===== src/rtl/mul8_dot_accumulator.sv =====
// Accumulates a run of LEN unsigned 16-bit products into one saturating sum,
// delivered over a valid/ready port with a sticky overflow flag.
module mul8_dot_accumulator #(
  parameter int unsigned ACC_W = 24,
  parameter int unsigned LEN_W = 8
) (
  input  logic             clk,
  input  logic             rst,
  input  logic [LEN_W-1:0] len,
  input  logic             prod_valid,
  output logic             prod_ready,
  input  logic [15:0]      prod,
  output logic             sum_valid,
  input  logic             sum_ready,
  output logic [ACC_W-1:0] sum,
  output logic             sum_ovf,
  output logic             busy
);

  typedef enum logic [1:0] {
    IDLE = 2'd0,
    ACC  = 2'd1,
    DONE = 2'd2
  } state_t;

  state_t           state, state_next;
  logic [ACC_W-1:0] acc, acc_next;
  logic [LEN_W-1:0] rem, rem_next;
  logic             ovf, ovf_next;
  logic [ACC_W:0]   add_full;
  logic             accept;
  logic             xfer;

  always_ff @(posedge clk) begin
    if (rst) begin
      state <= IDLE;
      acc   <= '0;
      rem   <= '0;
      ovf   <= 1'b0;
    end else begin
      state <= state_next;
      acc   <= acc_next;
      rem   <= rem_next;
      ovf   <= ovf_next;
    end
  end

  always_comb begin
    state_next = state;
    acc_next   = acc;
    rem_next   = rem;
    ovf_next   = ovf;
    prod_ready = 1'b0;
    sum_valid  = 1'b0;
    accept     = 1'b0;
    xfer       = 1'b0;
    add_full   = {1'b0, acc} + (ACC_W + 1)'(prod);

    case (state)
      IDLE: begin
        prod_ready = 1'b1;
        accept     = prod_valid;
        if (accept) begin
          acc_next = ACC_W'(prod);
          ovf_next = 1'b0;
          // len of 0 or 1 both mean a single-product run
          if (len <= LEN_W'(1)) begin
            state_next = DONE;
          end else begin
            rem_next   = len - LEN_W'(1);
            state_next = ACC;
          end
        end
      end
      ACC: begin
        prod_ready = 1'b1;
        accept     = prod_valid;
        if (accept) begin
          if (add_full[ACC_W]) begin
            acc_next = '1;
            ovf_next = 1'b1;
          end else begin
            acc_next = add_full[ACC_W-1:0];
          end
          rem_next = rem - LEN_W'(1);
          if (rem == LEN_W'(1)) begin
            state_next = DONE;
          end
        end
      end
      DONE: begin
        sum_valid = 1'b1;
        xfer      = sum_ready;
        if (xfer) begin
          acc_next   = '0;
          ovf_next   = 1'b0;
          state_next = IDLE;
        end
      end
      default: begin
        state_next = IDLE;
      end
    endcase
  end

  assign sum     = acc;
  assign sum_ovf = ovf;
  assign busy    = (state != IDLE);

endmodule


===== config.mk =====
export PLATFORM = sky130hd
export DESIGN_NAME = mul8_dot_accumulator
export DESIGN_NICKNAME = d
export VERILOG_FILES = /design/src/rtl/mul8_dot_accumulator.sv
export SDC_FILE = /design/constraint.sdc
export NUM_CORES = 1
export LEC_CHECK = 0
export ABC_AREA = 1
export BUFFER_PORTS_ARGS = -buffer_cell sky130_fd_sc_hd__buf_2
export CAP_MARGIN = 20
export CORE_UTILIZATION = 62
export DETAILED_ROUTE_END_ITERATION = 12
export GPL_TIMING_DRIVEN = 0
export PLACE_DENSITY = 0.86
export RECOVER_POWER = 50
export SLEW_MARGIN = 20
export SYNTH_ARGS = -nofsm -noshare
export SYNTH_HDL_FRONTEND = slang
export SYNTH_SLANG_ARGS = --single-unit

===== constraint.sdc =====
create_clock -name clk -period 3.25 [get_ports clk]
set_input_delay 0.1625 -clock clk [delete_from_list [all_inputs] [get_ports clk]]
set_output_delay 0.1625 -clock clk [all_outputs]
set_load 0.005 [all_outputs]

==> impl_metrics.env, run 1 <==
export IMPL_comb_power_share=0.655
export IMPL_clkTransAtPathRegs_ps=80
export IMPL_syn_area_um2=3490
export IMPL_r2r_start="sum[0]$_SDFFE_PP0P_"
export IMPL_synth_edf_count=0
export IMPL_crit_arrival_ps=2450
export IMPL_firstDrtPassIters=5
export IMPL_antenna_found_initial=0
export IMPL_ys_flop_type="dfxtp_1"
export IMPL_setup_violations=0
export IMPL_syn_inst=590
export IMPL_hold_path_startpoint="prod[4]"
export IMPL_min_period_over_period=0.708
export IMPL_area_growth_pct=12.6
export IMPL_grt_pass1_vias=3685
export IMPL_timing_rr_end="sum[19]$_SDFFE_PP0P_"
export IMPL_start_util=0.663
export IMPL_path_class="reg -> reg"
export IMPL_cts_root_buf="clkbuf_8"
export IMPL_tns_ps=0
export IMPL_hold_class="in -> reg"
export IMPL_routed_via_density=5.57
export IMPL_ant_nets=0
export IMPL_critical_path_max_fanout=10
export IMPL_ys_seq_area_frac=0.201
export IMPL_yosys_warnings=0
export IMPL_fin_worst_skew_ps=7.98
export IMPL_finalCriticalPeriod_ps=2300
export IMPL_clockPowerShare=0.126
export IMPL_wl_per_cell_um=14.0
export IMPL_synth_cell_types=38
export IMPL_ff2ff_path_depth=13
export IMPL_hpwl_um=7980
export IMPL_place_congestion=0.959
export IMPL_nets=704
export IMPL_rows=26
export IMPL_hold_depth=3
export IMPL_grt_pass1_wl_um=16700
export IMPL_drv_cap=0
export IMPL_drive_gt1_frac=0.138
export IMPL_finalCoreUtilization=0.746
export IMPL_power_share_switching=0.524
export IMPL_status="completed"
export IMPL_finalWirelength_um=10100
export IMPL_critPathLaunchType="flip-flop"
export IMPL_clk_latency_ps=300
export IMPL_powerDensity_nw_per_um2=824
export IMPL_ir_worst_vdd_mv=0.747
export IMPL_fin_cells=721
export IMPL_synth_nets=643
export IMPL_grt_max_degree=12
export IMPL_clock_sinks=35
export IMPL_grt_overflow=0
export IMPL_dieWidth_um=77.1
export IMPL_post_cts_setup_buffer_count=0
export IMPL_drc_errors=0
export IMPL_synth_seq_cells=35
export IMPL_clk_path_buf_depth=2
export IMPL_whs_endpoint="sum[4]$_SDFFE_PP0P_"
export IMPL_drt_iter0_drc=280
export IMPL_pin_count=56
export IMPL_fmax_mhz=435
export IMPL_reg2reg_slack_ps=950
export IMPL_cts_buffers=5
export IMPL_cts_tree="yes"
export IMPL_fin_hold_ws_ps=167
export IMPL_cp_required_ps=3400
export IMPL_cts_resized=0
export IMPL_critPathCaptureType="flip-flop"
export IMPL_async_reset_ff_frac=0
export IMPL_place_inst=714
export IMPL_cts_hold_buf=0
export IMPL_postSynthAreaPerCell_um2=5.92
export IMPL_pwr_share_seq=0.219
export IMPL_p_int_mw=1.54
export IMPL_port_buffers=54
export IMPL_leakagePower_nw=2.09
export IMPL_vias=4015
export IMPL_antenna_cells=0
export IMPL_cts_max_level=2
export IMPL_core_area_um2=5270
export IMPL_rsz0062_at_grt="false"
export IMPL_tightest_slew_ps=663
export IMPL_max_slew_margin=0.558
export IMPL_die_area_um2=5940
export IMPL_slew_violations=0
export IMPL_switching_power_mw=1.70
export IMPL_critPathLaunch="sum[0]$_SDFFE_PP0P_"
export IMPL_grt_use_total=0.353
export IMPL_hold_viol=0
export IMPL_die_height_um=77.1
## per-layer routing
layer	GRT usage	vias to the layer above	part of all wire
met5	0	-	0
met4	0.119	0	0.023
met3	0.0417	22	0.056
met2	0.609	151	0.46
met1	0.453	1848	0.46
li1	-	1994	-
## logic make-up (layout without fill, tap and decap cells)
family / after synthesis / in the layout / share of synthesized area
fa+ha+maj: 25 / 25 / 0.0917
compound gates: 95 / 95 / 0.146
simple gates: 315 / 315 / 0.399
xor+xnor: 17 / 17 / 0.0426
flops: 35 / 35 / 0.201
buf+inv: 103 / 164 / 0.120
## worst max path at each step
stage	endpoint	cells past startpoint	slack, ps
2_1_floorplan	sum[21]$_SDFFE_PP0P_	13	1310
3_3_place_gp	sum[19]$_SDFFE_PP0P_	13	1070
3_5_place_dp	sum[19]$_SDFFE_PP0P_	13	1030
4_1_cts	sum[19]$_SDFFE_PP0P_	13	990
5_1_grt	sum[19]$_SDFFE_PP0P_	13	860
6_report	sum[19]$_SDFFE_PP0P_	13	950
## layout make-up
cell class | instances | area (um^2)
inverters | 91 | 343
multi-input cells | 452 | 2360
clock buffers | 5 | 68.8
repair buffers | 54 | 258
well taps | 70 | 87.6
plain buffers | 12 | 76.3
flip-flops and latches | 35 | 701
clock inverters | 2 | 37.5
fillers | 501 | 1340
## cells in the final DEF, fill, tap and decap left out, types with 2 or more instances in the layout
master,n
buf_2,45
nor2_1,52
ha_1,24
xnor2_1,4
inv_1,87
nand2_2,8
nand3_2,9
o21ai_0,38
inv_2,3
a21oi_2,3
a211oi_1,2
nand4_1,6
or2_2,2
nand2_4,2
o21ai_1,3
nand2_1,189
a31oi_1,2
nor2_2,2
clkbuf_8,5
buf_4,2
a21oi_1,43
dfxtp_1,35
clkbuf_1,15
nor3_1,11
nor2_4,2
buf_6,3
nand3_1,28
xor2_1,13
## cells in the mapped netlist (all sizes together) (2+ instances only)
| cell | number | area share |
|---|---|---|
| a211oi | 2 | 0.0043 |
| a21oi | 46 | 0.069 |
| a31oi | 2 | 0.0036 |
| buf | 7 | 0.016 |
| clkbuf | 5 | 0.0054 |
| dfxtp | 35 | 0.20 |
| ha | 24 | 0.086 |
| inv | 90 | 0.097 |
| nand2 | 199 | 0.22 |
| nand3 | 37 | 0.066 |
| nand4 | 6 | 0.011 |
| nor2 | 56 | 0.067 |
| nor3 | 11 | 0.016 |
| nor4 | 2 | 0.0079 |
| o21ai | 41 | 0.059 |
| or2 | 2 | 0.0036 |
| xnor2 | 4 | 0.010 |
| xor2 | 13 | 0.033 |
## power groups by stage
stage	sequential [mW]	combinational (mW)	clock (mW)
after detailed placement	0.711	2.08	0
after floorplan	0.697	1.51	0
after CTS	0.702	2.10	0.403
after global placement	0.702	2.03	0
after global routing	0.724	2.36	0.419
final	0.710	2.12	0.407
## sequential cells by signal, summed over array words and instances (netlist names)
| register | flops |
|---|---|
| sum | 24 |
| rem | 8 |
| state | 2 |
| sum_ovf | 1 |
## per-stage QoR
stage	worst slack, ps	total power, mW	area [um^2]
3_5_place_dp	1030	2.79	3850
2_1_floorplan	1310	2.21	3490
6_report	949	3.24	3930
4_1_cts	994	3.20	3960
5_1_grt	859	3.51	3930
3_3_place_gp	1070	2.73	3850
## critical path, cell delays in order (launching register included)
cell and delay [ps]:
dfxtp_1 330, ha_1 250, fa_1 460, nand2_1 100, nand2_1 90, nand3_2 110
nand2_2 90, nand2_2 90, nand2_4 90, nand2_4 120, buf_6 190, nand3_2 90
nand2_1 60, a21oi_1 70
Power figures use the tool's default switching activity.
==> run 2, diff against run 1 <==
--- a/config.mk
+++ b/config.mk
@@ -8,10 +8,10 @@
 export ABC_AREA = 1
 export BUFFER_PORTS_ARGS = -buffer_cell sky130_fd_sc_hd__buf_2
 export CAP_MARGIN = 20
-export CORE_UTILIZATION = 62
+export CORE_UTILIZATION = 58
 export DETAILED_ROUTE_END_ITERATION = 12
 export GPL_TIMING_DRIVEN = 0
-export PLACE_DENSITY = 0.86
+export PLACE_DENSITY = 0.82
 export RECOVER_POWER = 50
 export SLEW_MARGIN = 20
 export SYNTH_ARGS = -nofsm -noshare
==> constraint.sdc (replaced) <==
create_clock -name clk -period 2.15 [get_ports clk]
set_input_delay 0.1075 -clock clk [delete_from_list [all_inputs] [get_ports clk]]
set_output_delay 0.1075 -clock clk [all_outputs]
set_load 0.005 [all_outputs]
==> run 2 against run 1 <==
Effect of this change: register-to-register slack lost 840 ps; combinational power grew 53%; first-iteration DRC count shrank 9.6%; non-clock buffer count shrank 1; largest cell class unchanged; highest routed layer unchanged.
==> impl_metrics.env, run 2 (synthesis results as in run 1) <==
export IMPL_setup_violations=0
export IMPL_clock_sinks=35
export IMPL_drt_iter0_drc=253
export IMPL_tightest_slew_ps=665
export IMPL_die_height_um=79.6
export IMPL_finalWirelength_um=10100
export IMPL_place_inst=716
export IMPL_powerDensity_nw_per_um2=1220
export IMPL_ir_worst_vdd_mv=0.916
export IMPL_crit_arrival_ps=2200
export IMPL_hold_class="in -> reg"
export IMPL_fin_cells=723
export IMPL_cts_root_buf="clkbuf_8"
export IMPL_grt_use_total=0.335
export IMPL_grt_pass1_wl_um=16500
export IMPL_setup_slack_ps=110
export IMPL_leakagePower_nw=2.10
export IMPL_drc_errors=0
export IMPL_slew_violations=0
export IMPL_grt_pass1_vias=3696
export IMPL_drv_cap=0
export IMPL_largest_reg_flops=24
export IMPL_wl_per_cell_um=14.0
export IMPL_antenna_found_initial=0
export IMPL_grt_overflow=0
export IMPL_clk_latency_ps=300
export IMPL_reg2reg_slack_ps=110
export IMPL_drive_gt1_frac=0.157
export IMPL_cts_buffers=5
export IMPL_cts_tree="yes"
export IMPL_place_congestion=0.963
export IMPL_fin_hold_ws_ps=123
export IMPL_routed_via_density=5.45
export IMPL_place_ws_ps=-73.3
export IMPL_fin_worst_skew_ps=9.54
export IMPL_die_area_um2=6340
export IMPL_area_growth_pct=13.3
export IMPL_cp_required_ps=2310
export IMPL_hold_viol=0
export IMPL_critPathCaptureType="flip-flop"
export IMPL_min_period_over_period=0.949
export IMPL_start_util=0.619
export IMPL_clkTransAtPathRegs_ps=80
export IMPL_firstDrtPassIters=5
export IMPL_pin_count=56
export IMPL_critical_path_max_fanout=7
export IMPL_vias=3940
export IMPL_rows=27
export IMPL_core_area_um2=5640
export IMPL_layout_commonest_cell="nand2_1"
export IMPL_rsz0062_at_grt="false"
export IMPL_dieWidth_um=79.6
export IMPL_clk_path_buf_depth=2
export IMPL_fmax_mhz=490
export IMPL_cts_max_level=2
export IMPL_max_slew_margin=0.557
export IMPL_status="completed"
export IMPL_tns_ps=0
export IMPL_nets=704
export IMPL_path_class="reg -> reg"
export IMPL_antenna_cells=0
export IMPL_port_buffers=54
export IMPL_grt_max_degree=14
export IMPL_critPathLaunchType="flip-flop"
export IMPL_finalCriticalPeriod_ps=2040
export IMPL_ant_nets=0
export IMPL_most_common_layout_cells="nand2_1 (188), inv_1 (87), nor2_1 (51)"
export IMPL_hpwl_um=7940
==> run 2: cell count changes in the layout (fill, tap and decap cells not counted), moves of 3 or more <==
| cell | before | now |
|---|---|---|
| o21ai_1 | 3 | 6 |
| buf_2 | 45 | 49 |
| clkbuf_1 | 15 | 8 |
| o21ai_0 | 38 | 35 |
==> run 2: power breakdown <==
part | internal [mW] | total, mW | leakage, nW | switching (mW)
registers | 0.873 | 1.07 | 0.288 | 0.198
clock network | 0.252 | 0.515 | 0.0470 | 0.263
logic | 1.16 | 3.25 | 1.77 | 2.09
total | 2.28 | 4.84 | 2.10 | 2.55
==> run 2: layout make-up <==
cell class,count,area (um^2)
Buffer,10,63.8
Fill cell,547,1690
Tap cell,72,90.1
Multi-Input combinational cell,453,2400
Timing Repair Buffer,55,272
Clock inverter,1,5.00
Clock buffer,6,82.6
Inverter,91,343
Sequential cell,35,702
==> run 2: worst paths after layout <==
check	start	end	cells after the start
max	sum[0]$_SDFFE_PP0P_	sum[11]$_SDFFE_PP0P_	12
min	prod[4]	sum[4]$_SDFFE_PP0P_	3
min reg2reg	sum[23]$_SDFFE_PP0P_	sum[23]$_SDFFE_PP0P_	2
max reg2reg	sum[0]$_SDFFE_PP0P_	sum[11]$_SDFFE_PP0P_	12
==> run 2: routing by layer <==
layer	vias up	part of all wire	GRT usage
met5	-	0	0
met4	0	0.030	0.135
met3	26	0.064	0.0457
met2	144	0.46	0.567
met1	1779	0.45	0.424
li1	1991	-	-
==> run 2: metrics by stage <==
step	instance area, um^2	util	power (mW)
6_report	3960	0.701	4.84
3_5_place_dp	3850	0.683	4.22
5_1_grt	3960	0.701	5.26
2_1_floorplan	3490	-	3.34
3_3_place_gp	3850	0.683	4.14
4_1_cts	3930	0.697	4.75
==> run 2: critical path, cell delays in order, from the launching register on <==
cell and delay, ps:
dfxtp_1 330, ha_2 210, fa_2 430, nand2_1 100, nand2_2 70, nand3_2 100, nand2_2 90, nand2_2 90
nand2_4 110, nand2_8 130, nand3_2 80, nand2_1 110, a21oi_2 60
==> run 2: timing repair <==
action                                  in CTS  in global routing
endpoints found under the setup margin      10                 22
gates cloned                                 0                  1
hold buffers                                 0                  0
buffers inserted                             0                  1
pin swaps                                    0                  1
resized for setup                            1                  8
hold endpoints to repair                     0                  0
==> run 3, diff against run 2 <==
--- a/config.mk
+++ b/config.mk
@@ -12,7 +12,6 @@
 export DETAILED_ROUTE_END_ITERATION = 12
 export GPL_TIMING_DRIVEN = 0
 export PLACE_DENSITY = 0.82
-export RECOVER_POWER = 50
 export SLEW_MARGIN = 20
 export SYNTH_ARGS = -nofsm -noshare
 export SYNTH_HDL_FRONTEND = slang
==> run 3 against run 2 <==
Effect of this change: final cell count unchanged; clock power about the same; global-route usage unchanged; first-iteration DRC count decreased by 3.2%; critical path type unchanged; critical endpoint unchanged; largest power group unchanged.
==> impl_metrics.env, run 3 (synthesis results as in run 1) <==
export IMPL_drive_gt1_frac=0.166
export IMPL_setup_violations=0
export IMPL_routed_via_density=5.46
export IMPL_rows=27
export IMPL_firstDrtPassIters=5
export IMPL_critPathLaunchType="flip-flop"
export IMPL_cts_root_buf="clkbuf_8"
export IMPL_clk_latency_ps=300
export IMPL_rsz0062_at_grt="false"
export IMPL_grt_pass1_wl_um=16500
export IMPL_start_util=0.619
export IMPL_area_growth_pct=13.5
export IMPL_drt_iter0_drc=245
export IMPL_path_buf_inv=0
export IMPL_hold_viol=0
export IMPL_hold_path_startpoint="prod[4]"
export IMPL_nets=704
export IMPL_vias=3951
export IMPL_die_area_um2=6340
export IMPL_leakagePower_nw=2.13
export IMPL_port_buffers=54
export IMPL_drc_errors=0
export IMPL_fin_area_um2=3960
export IMPL_drv_cap=0
export IMPL_timing_rr_end="sum[11]$_SDFFE_PP0P_"
export IMPL_slew_violations=0
export IMPL_pin_count=56
export IMPL_layout_commonest_cell="nand2_1"
export IMPL_cp_top_family="simple AND/OR/NAND/NOR gates"
export IMPL_crit_arrival_ps=2200
export IMPL_clk_path_buf_depth=2
export IMPL_ir_worst_vdd_mv=0.912
export IMPL_clkTransAtPathRegs_ps=80
export IMPL_largest_reg_flops=24
export IMPL_place_ws_ps=-73.3
export IMPL_cp_required_ps=2310
export IMPL_r2r_start="sum[0]$_SDFFE_PP0P_"
export IMPL_place_inst=716
export IMPL_slowest_stage="fa_2"
export IMPL_whs_endpoint="sum[4]$_SDFFE_PP0P_"
export IMPL_cpPeakStageDelay_ps=430
export IMPL_hold_depth=3
export IMPL_setup_slack_ps=116
export IMPL_antenna_cells=0
export IMPL_grt_use_total=0.335
export IMPL_finalCriticalPeriod_ps=2030
export IMPL_critical_path_max_fanout=7
export IMPL_fin_worst_skew_ps=8.83
export IMPL_fin_cells=723
export IMPL_fin_hold_ws_ps=121
export IMPL_cts_buffers=5
export IMPL_cp_common_cell="nand2_2"
export IMPL_postPlaceCellArea_um2=3850
export IMPL_power_mw=4.83
export IMPL_hold_class="in -> reg"
export IMPL_max_slew_margin=0.557
export IMPL_antenna_found_initial=0
export IMPL_path_class="reg -> reg"
export IMPL_tns_ps=0
export IMPL_place_congestion=0.963
export IMPL_powerDensity_nw_per_um2=1220
export IMPL_ant_nets=0
export IMPL_tightest_slew_ps=664
export IMPL_status="completed"
export IMPL_clock_sinks=35
export IMPL_grt_pass1_vias=3696
export IMPL_critPathCaptureType="flip-flop"
export IMPL_dieWidth_um=79.6
export IMPL_grt_overflow=0
export IMPL_finalWirelength_um=10100
export IMPL_reg2reg_slack_ps=120
export IMPL_finalCoreUtilization=0.703
export IMPL_min_period_over_period=0.946
export IMPL_wl_per_cell_um=13.9
export IMPL_cts_tree="yes"
export IMPL_hpwl_um=7940
export IMPL_core_area_um2=5640
export IMPL_die_height_um=79.6
export IMPL_n_fill_cell=544
export IMPL_fmax_mhz=492
export IMPL_ff2ff_path_depth=12
export IMPL_grt_max_degree=14
export IMPL_most_common_layout_cells="nand2_1 (187), inv_1 (87), buf_2 (54)"
export IMPL_cts_max_level=2
export IMPL_path_cells="ha_2, fa_2, nand2_1, nand2_2, nand3_2, nand2_2, nand2_2, nand2_4, nand2_8, nand3_2, nand2_1, a21oi_2"
## run 3: changes by cell type in the layout (fill, tap and decap cells not counted), sizes merged
cell,delta
buf,+4
clkbuf,-4
## run 3: power breakdown
group	leakage [nW]	internal (mW)	total, mW	switching (mW)
sequential	0.288	0.873	1.07	0.196
clock	0.0470	0.252	0.513	0.261
combinational	1.79	1.16	3.25	2.09
total	2.13	2.29	4.83	2.54
## run 3: worst min-delay path, cell delays in order
cell     delay, ps
buf_2          110
nand3_1         70
a31oi_1         80
## run 3: worst max path at each step
| stage | cells past startpoint | endpoint | from | slack [ps] |
|---|---|---|---|---|
| floorplan | 13 | sum[21]$_SDFFE_PP0P_ | sum[0]$_SDFFE_PP0P_ | 210 |
| global placement | 13 | sum[11]$_SDFFE_PP0P_ | sum[0]$_SDFFE_PP0P_ | -50 |
| detailed placement | 13 | sum[11]$_SDFFE_PP0P_ | sum[0]$_SDFFE_PP0P_ | -70 |
| CTS | 12 | sum[11]$_SDFFE_PP0P_ | sum[0]$_SDFFE_PP0P_ | 40 |
| global route | 10 | sum[3]$_SDFFE_PP0P_ | sum[0]$_SDFFE_PP0P_ | 6 |
| finish | 12 | sum[11]$_SDFFE_PP0P_ | sum[0]$_SDFFE_PP0P_ | 120 |
## run 3: layout make-up
type,instances,area [um^2],share of cell area
multi-input cells,453,2400,0.605
clock buffers,6,82.6,0.0208
clock inverters,1,5.00,0.00126
flip-flops and latches,35,702,0.177
plain buffers,10,63.8,0.0161
well taps,72,90.1,0.0227
repair buffers,55,278,0.0701
inverters,91,343,0.0865
## run 3: repair_timing
item	in CTS	in global routing
resized for setup	1	8
gates cloned	0	1
pin swaps	0	1
setup buffers	0	1
hold endpoints to repair	0	0
endpoints found under the setup margin	10	22
hold buffers	0	0
## run 3: per-layer routing
metal	vias to the layer above	wire [um]	GRT usage
met5	-	0	0
met4	0	301	0.135
met3	26	643	0.0457
met2	146	4610	0.567
met1	1789	4510	0.424
li1	1990	-	-
